### config.mk
export PLATFORM = sky130hd
export DESIGN_NAME = uart_boot_loader
export DESIGN_NICKNAME = d
export VERILOG_FILES = /design/src/rtl/servisia_pkg.sv /design/src/rtl/uart_rx.sv /design/src/rtl/uart_boot_loader.sv
export SDC_FILE = /design/constraint.sdc
export NUM_CORES = 1
export LEC_CHECK = 0
export ABC_AREA = 1
export CORE_MARGIN = 2
export CORE_UTILIZATION = 45
export CTS_CLUSTER_SIZE = 24
export DETAILED_ROUTE_END_ITERATION = 12
export GPL_ROUTABILITY_DRIVEN = 0
export HOLD_SLACK_MARGIN = 0.06
export PLACE_DENSITY_LB_ADDON = 0.12
export SYNTH_ARGS = -nofsm -noshare
export SYNTH_HDL_FRONTEND = slang
export SYNTH_SLANG_ARGS = --single-unit
### constraint.sdc
create_clock -name clk_i -period 2.8 [get_ports clk_i]
set_input_delay 0.42 -clock clk_i [delete_from_list [all_inputs] [get_ports clk_i]]
set_output_delay 0.42 -clock clk_i [all_outputs]
set_load 0.01 [all_outputs]
### src/rtl/servisia_pkg.sv
// Shared definitions for the UART boot loader: FSM encodings and UART framing constants.
package servisia_pkg;

    localparam int UART_BITS = 8;

    typedef enum logic [2:0] {
        BOOT_HDR_LO,
        BOOT_HDR_HI,
        BOOT_DATA,
        BOOT_CSUM,
        BOOT_RUN
    } boot_state_t;

    typedef enum logic [1:0] {
        RX_IDLE,
        RX_START,
        RX_BITS,
        RX_STOP
    } rx_state_t;

endpackage

### src/rtl/uart_rx.sv
// 8N1 UART receiver: 2-FF synchronizer, mid-bit sampling, one-cycle valid or framing-error pulse.
module uart_rx
    import servisia_pkg::*;
#(
    parameter int CLKS_PER_BIT = 104
) (
    input  logic                 clk_i,
    input  logic                 rst_i,
    input  logic                 rx_i,
    output logic [UART_BITS-1:0] data_o,
    output logic                 valid_o,
    output logic                 frame_err_o
);
    localparam int CW = $clog2(CLKS_PER_BIT);
    localparam int BW = $clog2(UART_BITS);
    localparam logic [CW-1:0] HALF_BIT = CW'(CLKS_PER_BIT / 2 - 1);
    localparam logic [CW-1:0] FULL_BIT = CW'(CLKS_PER_BIT - 1);
    localparam logic [BW-1:0] LAST_BIT = BW'(UART_BITS - 1);

    logic                 rx_meta, rx_sync, rx_prev;
    rx_state_t            state_q, state_d;
    logic [CW-1:0]        cnt_q, cnt_d;
    logic [BW-1:0]        bit_q, bit_d;
    logic [UART_BITS-1:0] shift_q, shift_d;
    logic                 valid_d, frame_err_d;

    // NOTE: sequential state uses non-blocking assignments so every flop samples pre-edge values.
    always_ff @(posedge clk_i or posedge rst_i) begin
        if (rst_i) begin
            rx_meta     <= 1'b1;
            rx_sync     <= 1'b1;
            rx_prev     <= 1'b1;
            state_q     <= RX_IDLE;
            cnt_q       <= '0;
            bit_q       <= '0;
            shift_q     <= '0;
            valid_o     <= 1'b0;
            frame_err_o <= 1'b0;
        end else begin
            rx_meta     <= rx_i;
            rx_sync     <= rx_meta;
            rx_prev     <= rx_sync;
            state_q     <= state_d;
            cnt_q       <= cnt_d;
            bit_q       <= bit_d;
            shift_q     <= shift_d;
            valid_o     <= valid_d;
            frame_err_o <= frame_err_d;
        end
    end

    // NOTE: every always_comb output gets a default first, so no path can infer a latch.
    always_comb begin
        state_d     = state_q;
        cnt_d       = cnt_q;
        bit_d       = bit_q;
        shift_d     = shift_q;
        valid_d     = 1'b0;
        frame_err_d = 1'b0;
        case (state_q)
            RX_IDLE: begin
                if (rx_prev && !rx_sync) begin
                    state_d = RX_START;
                    cnt_d   = '0;
                end
            end
            RX_START: begin
                if (cnt_q == HALF_BIT) begin
                    cnt_d = '0;
                    bit_d = '0;
                    // A start bit that is high again at mid-bit was only a glitch.
                    state_d = rx_sync ? RX_IDLE : RX_BITS;
                end else begin
                    cnt_d = cnt_q + CW'(1);
                end
            end
            RX_BITS: begin
                if (cnt_q == FULL_BIT) begin
                    cnt_d   = '0;
                    shift_d = {rx_sync, shift_q[UART_BITS-1:1]};
                    bit_d   = bit_q + BW'(1);
                    if (bit_q == LAST_BIT) state_d = RX_STOP;
                end else begin
                    cnt_d = cnt_q + CW'(1);
                end
            end
            RX_STOP: begin
                if (cnt_q == FULL_BIT) begin
                    cnt_d       = '0;
                    state_d     = RX_IDLE;
                    valid_d     = rx_sync;
                    frame_err_d = !rx_sync;
                end else begin
                    cnt_d = cnt_q + CW'(1);
                end
            end
            default: state_d = RX_IDLE;
        endcase
    end

    assign data_o = shift_q;

endmodule

### src/rtl/uart_boot_loader.sv
// Boot loader: receives a length/payload/checksum frame over UART into SRAM, then hands
// the SRAM port to the core as a combinational pass-through.
module uart_boot_loader
    import servisia_pkg::*;
#(
    parameter int aw           = 14,
    parameter int CLKS_PER_BIT = 104
) (
    input  logic          clk_i,
    input  logic          rst_i,
    input  logic          uart_rx_i,
    output logic          core_rst_o,
    input  logic [aw-1:0] core_waddr_i,
    input  logic [7:0]    core_wdata_i,
    input  logic          core_wen_i,
    input  logic [aw-1:0] core_raddr_i,
    input  logic          core_ren_i,
    output logic [7:0]    core_rdata_o,
    output logic [aw-1:0] sram_addr_o,
    output logic [7:0]    sram_wdata_o,
    output logic          sram_wen_o,
    output logic          sram_ren_o,
    input  logic [7:0]    sram_rdata_i,
    output logic          done_o,
    output logic          err_o
);
    localparam logic [16:0] MEMSIZE = 17'(1 << aw);

    logic [UART_BITS-1:0] rx_data;
    logic                 rx_valid, rx_frame_err;
    boot_state_t          state_q, state_d;
    logic [aw:0]          addr_q, addr_d, addr_inc, len_q, len_d;
    logic [7:0]           len_lo_q, len_lo_d, sum_q, sum_d, wdata_q, wdata_d;
    logic [aw-1:0]        waddr_q, waddr_d;
    logic                 wen_q, wen_d, err_q, err_d;
    logic [16:0]          frame_len;
    logic                 run;

    uart_rx #(.CLKS_PER_BIT(CLKS_PER_BIT)) u_rx (
        .clk_i       (clk_i),
        .rst_i       (rst_i),
        .rx_i        (uart_rx_i),
        .data_o      (rx_data),
        .valid_o     (rx_valid),
        .frame_err_o (rx_frame_err)
    );

    always_ff @(posedge clk_i or posedge rst_i) begin
        if (rst_i) begin
            state_q  <= BOOT_HDR_LO;
            addr_q   <= '0;
            len_q    <= '0;
            len_lo_q <= '0;
            sum_q    <= '0;
            waddr_q  <= '0;
            wdata_q  <= '0;
            wen_q    <= 1'b0;
            err_q    <= 1'b0;
        end else begin
            state_q  <= state_d;
            addr_q   <= addr_d;
            len_q    <= len_d;
            len_lo_q <= len_lo_d;
            sum_q    <= sum_d;
            waddr_q  <= waddr_d;
            wdata_q  <= wdata_d;
            wen_q    <= wen_d;
            err_q    <= err_d;
        end
    end

    // The counter carries one extra bit so a full-memory image ends without wrapping to 0.
    assign addr_inc  = addr_q + (aw + 1)'(1);
    assign frame_len = {1'b0, rx_data, len_lo_q};

    always_comb begin
        state_d  = state_q;
        addr_d   = addr_q;
        len_d    = len_q;
        len_lo_d = len_lo_q;
        sum_d    = sum_q;
        waddr_d  = waddr_q;
        wdata_d  = wdata_q;
        wen_d    = 1'b0;
        err_d    = err_q;
        if (state_q != BOOT_RUN && rx_frame_err) begin
            state_d = BOOT_HDR_LO;
            err_d   = 1'b1;
            addr_d  = '0;
            sum_d   = '0;
        end else if (state_q != BOOT_RUN && rx_valid) begin
            case (state_q)
                BOOT_HDR_LO: begin
                    len_lo_d = rx_data;
                    state_d  = BOOT_HDR_HI;
                end
                BOOT_HDR_HI: begin
                    if (frame_len == '0) begin
                        state_d = BOOT_RUN;
                    end else if (frame_len > MEMSIZE) begin
                        state_d = BOOT_HDR_LO;
                        err_d   = 1'b1;
                    end else begin
                        len_d   = frame_len[aw:0];
                        addr_d  = '0;
                        sum_d   = '0;
                        state_d = BOOT_DATA;
                    end
                end
                BOOT_DATA: begin
                    wen_d   = 1'b1;
                    waddr_d = addr_q[aw-1:0];
                    wdata_d = rx_data;
                    addr_d  = addr_inc;
                    sum_d   = sum_q + rx_data;
                    if (addr_inc == len_q) state_d = BOOT_CSUM;
                end
                BOOT_CSUM: begin
                    if (rx_data == sum_q) begin
                        state_d = BOOT_RUN;
                    end else begin
                        state_d = BOOT_HDR_LO;
                        err_d   = 1'b1;
                        addr_d  = '0;
                        sum_d   = '0;
                    end
                end
                default: state_d = state_q;
            endcase
        end
    end

    assign run          = (state_q == BOOT_RUN);
    assign core_rst_o   = !run;
    assign done_o       = run;
    assign err_o        = err_q;
    assign sram_addr_o  = run ? (core_wen_i ? core_waddr_i : core_raddr_i) : waddr_q;
    assign sram_wdata_o = run ? core_wdata_i : wdata_q;
    assign sram_wen_o   = run ? core_wen_i : wen_q;
    assign sram_ren_o   = run & core_ren_i;
    assign core_rdata_o = run ? sram_rdata_i : 8'h00;

endmodule

After elaboration in Yosys (flattened, before gate mapping)
Cells that the tools add are included.
Storage, ports and cells
  bits of input ports: 49
  register bits after elaboration: 98
  word-level logic and storage cells: 124
  output and inout bits: 35
Cells by class
  multiplexer cells: 51
  reduce and logical (&&, ||, !) cells: 23
  order comparisons: 1
  equal/unequal tests: 23
  add/subtract/negate cells: 4
  bitwise operators: 4
Operators by type and width (number)
  $mux W15: 5
  $mux W8: 7
  $pmux W15 S3: 1
  $mux W14: 2
  $pmux W8 S3: 1
  $mux W3: 7
  $mux W7: 3
  $pmux W7 S3: 1
  $reduce_and A5 Y1: 4
  $ne A3 B3 Y1 const B: 6
  $logic_not A17 Y1: 1
  $gt A16 B15 Y1 const B: 1
  $add A15 B1 Y15 const B: 1
  $eq A15 B15 Y1: 1
  $mux W2: 7
  $mux W1: 13
  $pmux W3 S4: 1
  $reduce_and A3 Y1: 4
  $ne A2 B1 Y1 const B: 5
  $add A8 B8 Y8: 1
  $eq A8 B8 Y1: 1
  $pmux W2 S4: 1
  $add A7 B1 Y7 const B: 1
  $eq A7 B6 Y1 const B: 1
  21 further kinds: 30

Depth between registers and ports, before layout
Gate-level depths: netlist of the first run.
  word-level depth: 6
  depth in mapped cells: 16
  gate-level depth less buffers: 16

By module
From an unflattened synthesis of the first run, not the netlist that was laid out.
Second synthesis, totals
  cell total of the unflattened synthesis: 738
  area, all modules: 5466.5 sq um
By module, submodules not included
  uart_boot_loader: cells an instance 605, seq. area each 1826.8 sq um, times used 1, area each 4296.6 sq um
  uart_rx: cells an instance 133, seq. area each 629.4 sq um, times used 1, area each 1169.9 sq um

Worst setup path after synthesis of the first run
Ideal clock, no wire load.
  kind: reg2out
  start: register state_q[0]
  end: output port sram_addr_o[10]
  cell stages (with the launch flop): 8
  arrival: 1.455 ns
  setup slack: 0.925 ns
  cell sequence: dfrtp_1 nor2_1 nand2_1 inv_2 clkbuf_1 buf_2 nor2_1 a31oi_1
Between the ends
  longest elaborated chain between the ends: 2
Ends and longest elaborated chain
  start: declaration: line uart_boot_loader.sv:31  | boot_state_t state_q, state_d;
  start signal: assignment: line uart_boot_loader.sv:60  | state_q <= state_d;
  $eq A3 B3 Y1: line uart_boot_loader.sv:133  | assign run = (state_q == BOOT_RUN);
  $mux W14: line uart_boot_loader.sv:137  | assign sram_addr_o = run ? (core_wen_i ? core_waddr_i : core_raddr_i) : waddr_q;
  end: declaration: line uart_boot_loader.sv:19  | output logic [aw-1:0] sram_addr_o,
No other way between the ends.

Final worst setup path of the first run
  start: register state_q[0]
  end: output port sram_addr_o[1]
Same word-level chain as after synthesis.

==> impl_metrics.csv, run 1 <==
group,metric,value,unit
status,status,"finished, final reports clean",
timing,holdWs,0.359,ns
timing,setup_ws,0.228,ns
pwr,clkPwrFrac,39.5,%
critical_path,timing.rr.end,"addr_q[8]",
min_path,min_from,"u_rx.rx_meta",
routing,via_per_inst,5.19,
floorplanning,rows,39,
critical_path,cp_max_fo,32,
critical_path,required,2.38,ns
pwr,p_comb_share,11.5,%
cells_and_area,drive_above_1_share,6.41,%
min_path,min_path_type,"register to register",
critical_path,rrSetupSlack,0.61,ns
grt,grt_max_degree,59,
cts,cts_setup_buffers,0,
grt,track_usage,20.7,%
timing,timing.final.crit_share,91.9,%
cts,clkLatencyLatePin,0.35,ns
grt,grt_pass1_wl,21400,um
critical_path,reg2reg_from,"u_rx.data_o[3]",
critical_path,crit_path_cell_trace,"nor2_1 > nand2_1 > inv_4 > nor2_1 > a31oi_1 > clkdlybuf4s50_1",
routing,vias,4793,
cts,root_buffer,"clkbuf_16",
floorplanning,die_w,113,um
logic_synthesis,async_reset_ff_share,100,%
logic_synthesis,yosysUniqueCellTypes,36,
logic_synthesis,synth-seq-cells,98,
placement,dp_hpwl,9520,um
timing,maxSlewHeadroom,62.6,%
flow_run,maxCapViolCount,0,
logic_synthesis,ys.flop_type,"dfrtp_1",
routing,wl_per_cell,13.8,um
timing,finalSetupTns,0,ns
cells_and_area,area_delta_synth_final,24.5,%
timing,finalClockSkew,0.00952,ns
critical_path,cpPeakStageDelay,0.56,ns
pwr,p_per_area,467,nW/um2
pwr,seq_power_share,49.0,%
grt,first_global_vias,4645,
timing,fmax,389,MHz
timing,worst_pin_slew,0.560,ns
routing,drt_wl_total,12800,um
routing,drt_pass1_iterations,5,
placement,place_worst_setup_slack,0.301,ns
pwr,p_leak,3.00,nW
placement,dpl_cell_area,6320,um2
cells_and_area,antenna_cells,0,
critical_path,cp-end-kind,"output port",
routing,ant_nets,0,
routing,drtIter0Drc,255,
logic_synthesis,synthCells,693,
min_path,holdPathStages,0,
grt,grt_antenna_before_repair,0,
floorplanning,die_area,12700,um2
logic_synthesis,synth_top_area_cell,"dfrtp_1",
logic_synthesis,syn_nets,754,
min_path,worst_hold_path.endpoint,"u_rx.rx_sync",
placement,port_buffers,83,
floorplanning,start_util,46.4,%
logic_synthesis,yosys_warnings,0,
cts,cts_buffer_depth,2,
logic_synthesis,synth_edf_count,0,
logic_synthesis,syn_area_per_cell,7.68,um2
timing,drv_slew,0,
cts,cts.clk_slew.worst_paths,0.07,ns
cells_and_area,layout_commonest_cell,"nand2_1",
pwr,p_switching,0.847,mW
cells_and_area,layout_common_cells,"207 x nand2_1, 95 x dfrtp_1, 83 x clkdlybuf4s50_1",
pwr,p_sw_share,27.4,%
logic_synthesis,synth_top_area_share,44.7,%
cells_and_area,stdcell_area,6620,um2
timing,hold_viol,0,
critical_path,r2r_cells,8,
critical_path,cp_common_cell,"nor2_1",
cts,cts_hold_buf,0,
pwr,internal-power,2.25,mW
critical_path,cp-start-kind,"register",
floorplanning,die_height,113,um
floorplanning,core,11500,um2
cts,cts_max_level,3,
critical_path,cp.arrival,2.15,ns
pwr,peakVddDrop,0.000411,V
logic_synthesis,ys_seq_area_share,46.2,%
cts,cts_inserted_buffers,9,
cells_and_area,fin_nets,836,
cts,cts_tree,"built",
timing,setup_viol,0,
routing,drc_errors,0,
logic_synthesis,syn_area,5320,um2
floorplanning,ios,84,
critical_path,worstSetupPathType,"register to output port",
timing,rsz0062_at_grt,"no",
grt,grt-ovfl-total,0,
cts,cts.sinks,98,
timing,layout_min_cycle_time,2.57,ns
logic_synthesis,netlist_top_cells_area,"dfrtp_1 45%, nand2_1 15%, o21ai_0 6.4%",
critical_path,crit_slowest_cell,"clkdlybuf4s50_1",
worst max-delay path, delay by kind of cell (launching register included):
kind	cells	cell delay [ns]
AOI/OAI and AO/OA	1	0.17
buffers and inverters	2	0.83
DFF	1	0.43
and+or+nand+nor	3	0.36
cells by family (layout without fill, tap and decap cells):
family	after synthesis	count (layout)	share of synthesized area, %
simple gates	347	347	28.1
compound gates	116	116	12.1
buf+inv	104	191	7.55
xor+xnor	16	16	3.15
fa+ha+maj	12	12	2.96
flops	98	98	46.2
what timing repair did:
action / in CTS / in global routing
endpoints found under the hold margin: 0 / 0
resized for setup: 0 / 2
endpoints found under the setup margin: 0 / 14
worst max path at each step:
stage               slack [ns]        from              end
finish                    0.23  state_q[0]   sram_addr_o[1]
CTS                       0.07  state_q[0]   sram_addr_o[1]
global placement          0.42  core_wen_i   sram_addr_o[0]
floorplan                 0.93  state_q[0]  sram_addr_o[10]
detailed placement        0.30  core_wen_i   sram_addr_o[1]
global route              0.09  state_q[0]  sram_addr_o[13]
per-layer routing:
metal	global-route usage [%]	wire (um)	share of wire, %	up-vias
met3	3.32	664	5.2	23
met2	34.9	6150	48	120
met1	27.1	5720	45	2233
met5	0	0	0	-
li1	-	-	-	2417
met4	7.72	246	1.9	0
power by group through the flow:
stage               logic, mW  registers, mW  clock network, mW
floorplan               0.225           1.53                  0
global placement        0.342           1.54                  0
detailed placement      0.356           1.54                  0
CTS                     0.360           1.52               1.24
global route            0.403           1.52               1.30
finish                  0.355           1.52               1.22
registers in the layout (all words and copies together) (netlist names), 3 cells and up, named ones only:
signal / cells
addr_q: 15
len_lo_q: 8
len_q: 15
state_q: 3
sum_q: 8
u_rx.bit_q: 3
u_rx.cnt_q: 7
u_rx.data_o: 8
waddr_q: 14
wdata_q: 8
layout make-up:
type / count / area [um2]
fill: 1061 / 4840
multi-input combinational: 491 / 2460
sequential: 98 / 2460
timing repair buffer: 92 / 911
inverter: 83 / 318
clock buffer: 9 / 225
tap: 143 / 179
clock inverter: 7 / 72.6
stage by stage:
step / power [mW] / util, % / instances
3_3_place_gp: 1.88 / 55.1 / 907
3_5_place_dp: 1.90 / 55.1 / 907
6_report: 3.09 / 57.8 / 923
2_1_floorplan: 1.76 / - / 693
4_1_cts: 3.12 / 57.7 / 923
5_1_grt: 3.23 / 57.8 / 923
Yosys cell counts, drive strengths merged (3+ instances only):
cell type	number
xor2	13
nand4	10
inv	83
o21ai	71
nand3b	6
a31oi	14
nor2	67
buf	7
nor4	5
ha	11
o21bai	3
nor3	3
nand2	213
dfstp	3
o22ai	14
a21oi	8
clkbuf	14
nand3	41
dfrtp	95
(Power assumes the default switching activity.)
==> inputs of run 2 (changes only) <==
- CORE_MARGIN: 2 -> default
- SLEW_MARGIN: default -> 10
==> run 2 against run 1 <==
Effect of this change:
- global-route usage up 1.0 points
- combinational power shrank 2%
- via count is 0.33% higher
- cell area up 0.72%
- register-to-register slack worse by 0.06 ns
- hold slack about the same
- setup slack worse by 0.016 ns
- flip-flop and latch count unchanged
- die area fell by 3.5%
- critical path depth rose by 1
- critical endpoint is now sram_addr_o[0]
- largest cell class unchanged
==> impl_metrics.csv, run 2 (same netlist as run 1, synthesis figures left out) <==
group,metric,value,unit
critical_path,cp-end-kind,"output port",
cts,cts_inserted_buffers,9,
floorplanning,ios,84,
critical_path,cp.arrival,2.17,ns
routing,drt_wl_total,12800,um
flow_run,maxCapViolCount,0,
placement,dp_hpwl,9480,um
cells_and_area,layout_common_cells,"207 x nand2_1, 95 x dfrtp_1, 83 x clkdlybuf4s50_1",
routing,wl_met2,6240,um
routing,ant_nets,0,
grt,grt_antenna_before_repair,0,
grt,track_usage,21.8,%
min_path,min_path_type,"register to register",
floorplanning,rows,39,
pwr,p_per_area,482,nW/um2
grt,grt-ovfl-total,0,
cells_and_area,antenna_cells,0,
grt,grt_max_degree,38,
grt,grt_pass1_wl,21700,um
cells_and_area,nFillCells,1052,
routing,wl_met3,487,um
critical_path,cp-start-kind,"register",
timing,layout_min_cycle_time,2.59,ns
placement,port_buffers,83,
cells_and_area,fin_nets,835,
cells_and_area,drive_above_1_share,6.29,%
cts,cts_buffer_depth,2,
cts,root_buffer,"clkbuf_16",
cells_and_area,area_delta_synth_final,25.4,%
cells_and_area,reg_top3,"addr_q (15), len_q (15), waddr_q (14)",
critical_path,crit_slowest_cell,"clkdlybuf4s50_1",
timing,rsz0062_at_grt,"no",
status,status,"finished, final reports clean",
timing,maxSlewHeadroom,55.1,%
routing,vias,4809,
floorplanning,die_height,111,um
critical_path,cp_common_cell,"nor2_1",
timing,worst_pin_slew,0.673,ns
timing,finalClockSkew,0.00743,ns
cts,cts_max_level,3,
cts,cts_setup_buffers,0,
grt,first_global_vias,4583,
cts,clkLatencyLatePin,0.35,ns
floorplanning,core,11500,um2
timing,finalSetupTns,0,ns
routing,via_per_inst,5.22,
pwr,p_leak,3.03,nW
critical_path,required,2.38,ns
routing,drt_pass1_iterations,4,
routing,top_layer,"met4",
floorplanning,die_area,12300,um2
cells_and_area,layout_commonest_cell,"nand2_1",
critical_path,crit_path_cell_trace,"nor2_1 > nand2_1 > inv_2 > buf_6 > nor2_1 > a31oi_1 > clkdlybuf4s50_1",
timing,fmax,386,MHz
timing,hold_viol,0,
routing,drtIter0Drc,191,
routing,drc_errors,0,
pwr,peakVddDrop,0.000306,V
routing,wl_per_cell,13.8,um
timing,setup_viol,0,
floorplanning,die_w,111,um
critical_path,worstSetupPathType,"register to output port",
cells_and_area,stdcell_area,6670,um2
critical_path,cp_max_fo,37,
cts,cts.clk_slew.worst_paths,0.07,ns
timing,timing.final.crit_share,92.4,%
cts,cts.sinks,98,
floorplanning,start_util,46.4,%
critical_path,cpPeakStageDelay,0.56,ns
placement,dpl_cell_area,6340,um2
timing,drv_slew,0,
cts,cts_tree,"built",
routing,m1WireLength,5800,um
run 2: changes by cell type in the layout (fill, tap and decap cells not counted), sizes merged:
cell      previous run  this run
buf                  9         8
bufinv               0         2
clkbuf               9        10
clkinv               3         2
clkinvlp             2         1
inv                 85        84
run 2: worst max-delay path: cells and delay by family, from the launching register on:
kind	cells	cell delay, ns
AOI/OAI and AO/OA	1	0.16
buffers and inverters	3	0.90
DFF	1	0.42
and+or+nand+nor	3	0.33
run 2: cell type report:
cell class	instances	area [um2]	area share, %
flip-flops and latches	98	2460	36.8
well taps	143	179	2.68
clock inverters	6	87.6	1.31
clock buffers	10	239	3.58
repair buffers	91	932	14.0
inverters	83	315	4.73
multi-input cells	491	2460	36.9
run 2: per-stage QoR:
step                hold WS (ns)  cells  util (%)  total power, mW  worst slack [ns]
CTS                        0.361    922      58.1             3.25             0.138
global route               0.363    922      58.2             3.35            0.0586
global placement           0.349    906      55.3             1.88             0.419
finish                     0.359    922      58.2             3.22             0.212
floorplan                  0.345    693         -             1.76             0.925
detailed placement         0.351    906      55.3             1.90             0.328
run 2: per-layer routing:
metal | vias up | global-route usage (%)
li1 | 2412 | -
met1 | 2264 | 28.1
met2 | 118 | 36.8
met3 | 15 | 2.95
met4 | 0 | 9.07
met5 | - | 0
run 2: what timing repair did:
item / in CTS / in global routing
setup endpoints to repair: 0 / 4
resized for setup: 0 / 1
hold buffers: 0 / 0
run 2: worst paths after layout:
check / startpoint / endpoint / slack (ns) / cells past startpoint
worst max-delay path: state_q[0] / sram_addr_o[0] / 0.21 / 7
worst min-delay path: u_rx.rx_meta / u_rx.rx_sync / 0.36 / 0
worst max register to register: u_rx.data_o[3] / addr_q[9] / 0.55 / 8
worst min register to register: u_rx.rx_meta / u_rx.rx_sync / 0.36 / 0
max in group asynchronous: rst_i / u_rx.rx_meta / 1.64 / 3
min in group asynchronous: rst_i / len_q[0] / 0.52 / 2
run 2: where the power goes:
group | switching (mW) | internal (mW) | total [mW] | leakage [nW]
registers | 0.0536 | 1.47 | 1.52 | 1.35
clock network | 0.538 | 0.810 | 1.35 | 0.163
logic | 0.195 | 0.154 | 0.349 | 1.52
==> inputs of run 3 (changes only) <==
- CORE_ASPECT_RATIO: default -> 0.9
- SLEW_MARGIN: 10 -> default
==> run 3 against run 2 <==
Effect of this change:
- setup slack lost 0.028 ns
- flip-flop and latch count did not move
- routed wire length up 1.0%
- global-route usage increased by 0.75 points
- non-clock buffer count grew 4
- core utilization rose by 0.36 points
- total power rose by 3.6%
- highest routed layer unchanged
==> impl_metrics.csv, run 3 (same netlist as run 1, synthesis figures left out) <==
group,metric,value,unit
floorplanning,core,11500,um2
critical_path,cp.arrival,2.20,ns
cts,cts.clk_slew.worst_paths,0.06,ns
routing,vias,4794,
cells_and_area,antenna_cells,0,
routing,wl_per_cell,13.7,um
routing,drtIter0Drc,306,
cts,cts_buffer_depth,2,
cts,clkLatencyLatePin,0.34,ns
routing,ant_nets,0,
min_path,holdPathStages,0,
grt,track_usage,22.5,%
critical_path,reg2reg_from,"state_q[0]",
timing,finalSetupTns,0,ns
timing,maxSlewHeadroom,43.3,%
cts,root_buffer,"clkbuf_16",
flow_run,maxCapViolCount,0,
cts,cts.sinks,98,
grt,grt_pass1_wl,21400,um
cells_and_area,layout_commonest_cell,"nand2_1",
pwr,p_total,3.33,mW
floorplanning,start_util,46.3,%
critical_path,cp-start-kind,"register",
critical_path,cp_max_fo,39,
critical_path,required,2.38,ns
timing,rsz0062_at_grt,"no",
cts,cts_max_level,3,
cells_and_area,drive_above_1_share,6.65,%
pwr,p_leak,3.05,nW
critical_path,cp-end-kind,"output port",
critical_path,startpoint,"state_q[0]",
cells_and_area,layout_common_cells,"207 x nand2_1, 95 x dfrtp_1, 83 x clkdlybuf4s50_1",
cts,cts_inserted_buffers,9,
cells_and_area,reg_top3,"addr_q (15), len_q (15), waddr_q (14)",
floorplanning,die_w,117,um
pwr,p_per_area,496,nW/um2
floorplanning,rows,37,
timing,hold_viol,0,
routing,drc_errors,0,
timing,drv_slew,0,
grt,grt-ovfl-total,0,
critical_path,rrSetupSlack,0.57,ns
placement,dp_hpwl,9710,um
floorplanning,ios,84,
min_path,worst_hold_path.endpoint,"u_rx.rx_sync",
routing,via_per_inst,5.11,
timing,fmax,382,MHz
min_path,min_path_type,"register to register",
cells_and_area,nFillCells,1059,
floorplanning,die_area,12300,um2
timing,setup_viol,0,
critical_path,r2r_cells,7,
min_path,min_from,"u_rx.rx_meta",
timing,worst_pin_slew,0.849,ns
routing,drt_wl_total,12900,um
placement,port_buffers,83,
cts,cts_tree,"built",
critical_path,timing.rr.end,"sum_q[0]",
routing,drt_pass1_iterations,8,
cells_and_area,area_delta_synth_final,26.3,%
cells_and_area,fin_nets,839,
status,status,"finished, final reports clean",
grt,grt_max_degree,40,
grt,grt_antenna_before_repair,0,
grt,first_global_vias,4413,
timing,timing.final.crit_share,93.4,%
timing,layout_min_cycle_time,2.62,ns
timing,finalClockSkew,0.00956,ns
pwr,peakVddDrop,0.000716,V
timing,holdWs,0.355,ns
floorplanning,die_height,105,um
critical_path,worstSetupPathType,"register to output port",
[run 3: how the worst max path moves through the flow]
stage	to	slack, ns	depth (start not counted)
after floorplan	sram_addr_o[10]	0.93	7
after global placement	sram_addr_o[3]	0.40	5
after detailed placement	sram_addr_o[0]	0.38	5
after CTS	sram_addr_o[0]	0.01	6
after global routing	sram_addr_o[13]	0.01	6
final	sram_addr_o[0]	0.18	6
[run 3: critical path, cell delays in order, from the launching register on]
cell and delay [ns]:
dfrtp_1 0.42, nor2_1 0.17, nand2_1 0.13, inv_4 0.30, nor2_1 0.10, a31oi_1 0.17, clkdlybuf4s50_1 0.56
[run 3: routing by layer]
metal	routed length, um	up-vias	track usage (%)
met5	0	-	0
met4	113	0	5.15
met3	883	12	5.86
met1	6320	2218	31.9
met2	5580	136	34.5
li1	-	2428	-
[run 3: final cells by class]
class | instances | area, um2 | area share, %
Tap cell | 156 | 195 | 2.90
Timing Repair Buffer | 95 | 933 | 13.9
Clock inverter | 6 | 130 | 1.94
Inverter | 83 | 318 | 4.73
Clock buffer | 9 | 225 | 3.35
Sequential cell | 98 | 2460 | 36.5
Multi-Input combinational cell | 491 | 2460 | 36.6
[run 3: through the flow]
step                      setup WS (ns)  area (um2)  instances  utilization [%]
final                             0.184        6720        938             58.5
after global routing             0.0107        6720        938             58.5
after CTS                        0.0117        6720        938             58.5
after detailed placement          0.376        6360        923             55.4
after global placement            0.404        6360        923             55.4
after floorplan                   0.925        5320        693                -
[run 3: repair_timing]
| action | 4_1_cts | 5_1_grt |
|---|---|---|
| endpoints found under the setup margin | 0 | 22 |
| hold buffers | 0 | 0 |
| resized for setup | 0 | 2 |
| setup buffers | 0 | 0 |
[run 3: power breakdown]
part	switching [mW]	internal, mW	total, mW
clock	0.502	0.954	1.46
combinational	0.202	0.155	0.357
sequential	0.0512	1.47	1.52
